===== src/rtl/power_sched_if.sv =====
// power_sched_if: ready/valid bus between the STFT output, the power sequencer
// and the Mel filterbank. The slave modport is the power_sched side; the master
// modport is the side that feeds bins in and takes power values out.
interface power_sched_if #(
    parameter int IW    = 18,
    parameter int SHIFT = 6,
    parameter int NBINS = 257
);
    localparam int OW = 2*IW+1-SHIFT;
    localparam int BW = $clog2(NBINS);

    logic signed [IW-1:0] real_il;
    logic signed [IW-1:0] imag_il;
    logic                 valid_il;
    logic                 ready_ol;
    logic [OW-1:0]        power_ol;
    logic                 valid_ol;
    logic                 ready_il;
    logic [BW-1:0]        bin_ol;
    logic                 last_ol;

    modport slave (
        input  real_il, imag_il, valid_il, ready_il,
        output ready_ol, power_ol, valid_ol, bin_ol, last_ol
    );

    modport master (
        output real_il, imag_il, valid_il, ready_il,
        input  ready_ol, power_ol, valid_ol, bin_ol, last_ol
    );
endinterface


===== src/rtl/power_sched.sv =====
// power_sched: bin power (real^2 + imag^2) >> SHIFT computed with a single
// time-shared signed squarer. One bin takes three clocks: capture, square the
// real part, square-and-accumulate the imaginary part, then present the result
// with a ready/valid handshake.
// Optional feature: define POWER_SCHED_TLAST_EN to build the frame bin counter
// driving bin_ol/last_ol; without it both outputs are tied low.
module power_sched #(
    parameter int IW    = 18,
    parameter int SHIFT = 6,
    parameter int NBINS = 257
) (
    input  logic          clk,
    input  logic          rst_n,
    power_sched_if.slave  bus
);
    localparam int OW = 2*IW+1-SHIFT;
    localparam int BW = $clog2(NBINS);

    typedef enum logic [1:0] {IDLE, SQ_RE, SQ_IM, OUT} state_t;

    state_t               state_q, state_d;
    logic signed [IW-1:0] re_q, re_d;
    logic signed [IW-1:0] im_q, im_d;
    logic [2*IW:0]        acc_q, acc_d;
    logic                 valid_q, valid_d;

    logic signed [IW-1:0]   sq_op;
    logic signed [2*IW-1:0] sq_ext;
    logic signed [2*IW-1:0] sq_prod;
    logic [2*IW-1:0]        sq_res;

    // The one squarer: real part while in SQ_RE, imaginary part otherwise.
    // A square is never negative and at most 2^(2*IW-2), so the low 2*IW bits
    // of the signed product are exact.
    assign sq_op   = (state_q == SQ_RE) ? re_q : im_q;
    assign sq_ext  = (2*IW)'(sq_op);
    assign sq_prod = sq_ext * sq_ext;
    assign sq_res  = $unsigned(sq_prod);

    // Accept when idle, or when the held result leaves on this same edge.
    assign bus.ready_ol = (state_q == IDLE) | ((state_q == OUT) & bus.ready_il);

    // Dropping LSBs only; the 2*IW+1-bit accumulator already covers the worst case.
    assign bus.power_ol = acc_q[2*IW:SHIFT];
    assign bus.valid_ol = valid_q;

    // Next-state logic for the sequencer, operands and accumulator.
    always_comb begin
        state_d = state_q;
        re_d    = re_q;
        im_d    = im_q;
        acc_d   = acc_q;
        case (state_q)
            IDLE: begin
                if (bus.valid_il) begin
                    re_d    = bus.real_il;
                    im_d    = bus.imag_il;
                    state_d = SQ_RE;
                end
            end
            SQ_RE: begin
                acc_d   = {1'b0, sq_res};
                state_d = SQ_IM;
            end
            SQ_IM: begin
                acc_d   = acc_q + {1'b0, sq_res};
                state_d = OUT;
            end
            OUT: begin
                if (bus.ready_il) begin
                    if (bus.valid_il) begin
                        re_d    = bus.real_il;
                        im_d    = bus.imag_il;
                        state_d = SQ_RE;
                    end else begin
                        state_d = IDLE;
                    end
                end
            end
            default: state_d = IDLE;
        endcase
        valid_d = (state_d == OUT);
    end

    // Sequencer state and datapath registers; reset aborts any bin in flight.
    always_ff @(posedge clk or negedge rst_n) begin
        if (!rst_n) begin
            state_q <= IDLE;
            re_q    <= '0;
            im_q    <= '0;
            acc_q   <= '0;
            valid_q <= 1'b0;
        end else begin
            state_q <= state_d;
            re_q    <= re_d;
            im_q    <= im_d;
            acc_q   <= acc_d;
            valid_q <= valid_d;
        end
    end

`ifdef POWER_SCHED_TLAST_EN
    logic [BW-1:0] bin_q, bin_d;

    // Frame position advances on every output handshake and wraps per frame.
    always_comb begin
        bin_d = bin_q;
        if (valid_q && bus.ready_il) begin
            if (bin_q == BW'(NBINS-1)) bin_d = '0;
            else                       bin_d = bin_q + BW'(1);
        end
    end

    // Frame bin counter register.
    always_ff @(posedge clk or negedge rst_n) begin
        if (!rst_n) bin_q <= '0;
        else        bin_q <= bin_d;
    end

    assign bus.bin_ol  = bin_q;
    assign bus.last_ol = valid_q & (bin_q == BW'(NBINS-1));
`else
    assign bus.bin_ol  = '0;
    assign bus.last_ol = 1'b0;
`endif

endmodule


===== src/flat_wrapper.sv =====
// flat-port wrapper written by rule: the top's interface ports become plain ports
module power_sched_flat 
#(
    parameter int IW    = 18,
    parameter int SHIFT = 6,
    parameter int NBINS = 257
)
  (clk, rst_n, bus_real_il, bus_imag_il, bus_valid_il, bus_ready_il, bus_ready_ol, bus_power_ol, bus_valid_ol, bus_bin_ol, bus_last_ol);
  power_sched_if #(.IW(IW), .SHIFT(SHIFT), .NBINS(NBINS)) bus_i ();
  input  logic clk;
  input  logic rst_n;
  input wire logic [$bits(bus_i.real_il)-1:0] bus_real_il;
  input wire logic [$bits(bus_i.imag_il)-1:0] bus_imag_il;
  input wire logic [$bits(bus_i.valid_il)-1:0] bus_valid_il;
  input wire logic [$bits(bus_i.ready_il)-1:0] bus_ready_il;
  output wire logic [$bits(bus_i.ready_ol)-1:0] bus_ready_ol;
  output wire logic [$bits(bus_i.power_ol)-1:0] bus_power_ol;
  output wire logic [$bits(bus_i.valid_ol)-1:0] bus_valid_ol;
  output wire logic [$bits(bus_i.bin_ol)-1:0] bus_bin_ol;
  output wire logic [$bits(bus_i.last_ol)-1:0] bus_last_ol;
  assign bus_i.real_il = bus_real_il;
  assign bus_i.imag_il = bus_imag_il;
  assign bus_i.valid_il = bus_valid_il;
  assign bus_i.ready_il = bus_ready_il;
  assign bus_ready_ol = bus_i.ready_ol;
  assign bus_power_ol = bus_i.power_ol;
  assign bus_valid_ol = bus_i.valid_ol;
  assign bus_bin_ol = bus_i.bin_ol;
  assign bus_last_ol = bus_i.last_ol;
  power_sched #(.IW(IW), .SHIFT(SHIFT), .NBINS(NBINS)) u_core (.clk(clk), .rst_n(rst_n), .bus(bus_i));
endmodule

===== config.mk =====
export PLATFORM = sky130hd
export DESIGN_NAME = power_sched_flat
export DESIGN_NICKNAME = d
export VERILOG_FILES = /design/src/rtl/power_sched_if.sv /design/src/rtl/power_sched.sv /design/src/flat_wrapper.sv
export SDC_FILE = /design/constraint.sdc
export NUM_CORES = 1
export LEC_CHECK = 0
export ABC_AREA = 0
export CORE_MARGIN = 2
export CORE_UTILIZATION = 65
export DETAILED_ROUTE_END_ITERATION = 7
export PLACE_DENSITY = 0.85
export RECOVER_POWER = 25
export SKIP_LAST_GASP = 1
export SYNTH_ARGS = -nofsm -noshare
export SYNTH_HDL_FRONTEND = slang
export SYNTH_SLANG_ARGS = --single-unit
export TNS_END_PERCENT = 100

===== constraint.sdc =====
create_clock -name clk -period 19.8 [get_ports clk]
set_input_delay 4.95 -clock clk [delete_from_list [all_inputs] [get_ports clk]]
set_output_delay 4.95 -clock clk [all_outputs]
set_load 0.02 [all_outputs]

==> impl_metrics.ini <==
[status]
status = finished with violations
violations = max-capacitance violations, max-slew violations

[clocking]
cts_buffers = 9
clockBufferDepth = 2
htreeDepth = 3
cts_root_buf = clkbuf_16
post-cts-setup-buffers = 0
cts_resized = 0
cts_tree = built
clock_latency_ns = 0.36
holdBufCountCts = 0
clkSinkCount = 76
clk_pin_slew_worst_paths_ns = 0.07

[die]
die_w_um = 163
initial_utilization_pct = 65.5
num_rows = 58
dieArea_mm2 = 0.0264
coreArea_mm2 = 0.0250
dieHeight_um = 163
top_level_ports = 83

[critical_path]
critPathRequiredTime_ns = 20.02
worstRegToRegCells = 36
crit_type = reg -> reg
max_stage_delay_ns = 1.21
cp.arrival_ns = 11.86
crit_fanout = 19
reg2reg_to = u_core.acc_q[36]
crit_path_start_kind = register
rrSetupSlack_ns = 8.16
regToRegStartpoint = u_core.state_q[1]
cp-end-kind = register
slowest_stage = clkbuf_1

[cells_and_area]
synthToLayoutAreaGrowth_pct = 6.82
drive_gt1_share_pct = 5.45
layout.nets = 2297
final_cells = 2148
layout_common_cells = 419 x inv_1, 295 x fa_1, 151 x nand2_1
final_common_cell = inv_1
num_antenna_cells = 0

[flow_run]
cap_violations = 2

[detailed_routing]
drt_iter0_markers = 774
drc = 0
drt_wl_total_mm = 38.5
drtAntennaViolNets = 0
dr_total_vias = 12400
firstDrtPassIters = 5
routedWlPerCell_um = 17.9
vias_per_cell = 5.76

[logic_synthesis]
async_flop_share_pct = 100
synth.area.top_cells = fa_1 36%, dfrtp_1 12%, ha_1 11%
synth_edf_count = 0
synth_ff_type = dfrtp_1
syn_avg_cell_area_um2 = 9.13
synth_area_mm2 = 0.0163
synth-seq-cells = 76
yosysWarnings = 0
synth.distinct_cells = 65
synth_cells = 1790
synth.top_cell.area_share_pct = 36.1
seq_area_frac_synth_pct = 11.6
synth_area_leader_cell = fa_1

[timing]
setup_viol = 0
hold_viol_final = 0
rsz0062_at_grt = no
holdWs_ns = 0.503
slew_headroom_pct = -190
finalClockSkew_ns = 0.0152
tightest_slew_ns = 4.35
worst_slack_ns = 8.16
min_period_over_period_pct = 58.8
fin_setup_tns_ns = 0
min_period_ns = 11.64
drv_slew = 97
max_freq_mhz = 85.9

[global_route]
grt_max_degree = 77
grtUsageTotal_pct = 30.5
overflow = 0
grt_pass1_vias = 13200
grt_antenna_before_repair = 0
grt_pass1_wl_mm = 63.1

[placement]
dp.cells = 2132
port_buffers = 72
place_ws_ns = 8.64
dp_hpwl_mm = 31.2
gp_congestion = 0.934

[hold_path]
holdPathEnd = u_core.im_q[11]
worstHoldStart = u_core.im_q[11]
hold_depth = 1
holdCritPathClass = reg -> reg
## Yosys cell counts, types with 4 or more instances
cell and count:
fa_1 295, ha_1 149, o221ai_1 4, clkinv_1 5, nand3_1 18, a22oi_1 4
a211oi_1 9, nand4_1 10, a31o_2 6, a31oi_1 9, o21ai_1 5, dfrtp_1 76
nor2_1 136, mux2i_1 26, a21oi_1 82, or3_1 8, nor2b_1 4, and2_1 5
a21o_1 25, and3_1 7, inv_1 419, o211ai_1 7, o21ai_0 36, a221o_1 5
o22ai_1 5, clkbuf_1 34, buf_4 41, xnor2_1 48, nor3_1 20, mux2_2 50
o21bai_1 9, o31ai_1 6, xor2_1 18, o21a_1 9, or2_2 5, nand2_1 152
## per-stage QoR
stage	util [%]	instance area (um^2)
after floorplan	-	16400
after global placement	68.7	17100
after detailed placement	68.7	17100
after CTS	70.0	17500
after global routing	70.0	17500
final	70.0	17500
## worst max-delay path, delay by kind of cell (launching register included)
kind,cells,cell delay (ns)
buffers and inverters,9,2.91
AND/OR/NAND/NOR,4,0.60
XOR/XNOR,1,0.22
AO/OA/AOI/OAI,12,3.00
adder cells (fa/ha/maj),9,4.05
flip-flops,1,0.40
multiplexers,1,0.29
## state kept, by name (all words and copies together) (netlist names)
register,cells
u_core.acc_q,37
u_core.bus.valid_ol,1
u_core.im_q,18
u_core.re_q,18
u_core.state_q,2
## layer usage
metal	vias up	GRT usage [%]	part of all wire, %
li1	5587	-	-
met1	6158	36.7	37
met2	502	54.8	52
met3	119	4.76	6.8
met4	0	12.5	3.9
met5	-	0	0
## worst max path at each step
stage | startpoint | endpoint | slack (ns) | cells past startpoint
2_1_floorplan | bus_ready_il | bus_ready_ol | 9.68 | 1
3_3_place_gp | bus_ready_il | bus_ready_ol | 8.67 | 3
3_5_place_dp | bus_ready_il | bus_ready_ol | 8.64 | 3
4_1_cts | bus_ready_il | bus_ready_ol | 8.64 | 3
5_1_grt | u_core.state_q[1] | u_core.acc_q[36] | 7.71 | 36
6_report | u_core.state_q[1] | u_core.acc_q[36] | 8.16 | 36
## cells by family (layout without fill, tap and decap cells)
family / count (synthesis) / after routing / synth area share [%]
AO/OA/AOI/OAI: 247 / 247 / 9.95
XOR/XNOR: 66 / 66 / 3.54
adder cells (fa/ha/maj): 444 / 444 / 47.5
buffers and inverters: 505 / 524 / 12.6
flip-flops: 76 / 76 / 11.6
multiplexers: 76 / 76 / 5.04
other: 1 / 10 / 0.0229
AND/OR/NAND/NOR: 375 / 375 / 9.70
## final cells by class
cell class	count	area (um^2)
fill	1878	7500
sequential	76	1900
tap	330	413
clock inverter	7	106
multi-input combinational	1218	12400
timing repair buffer	84	797
clock buffer	9	225
inverter	424	1590
Power is left out: the tool's default activity adds up to more than one toggle a clock period on the data nets, which glitch-free logic cannot reach.
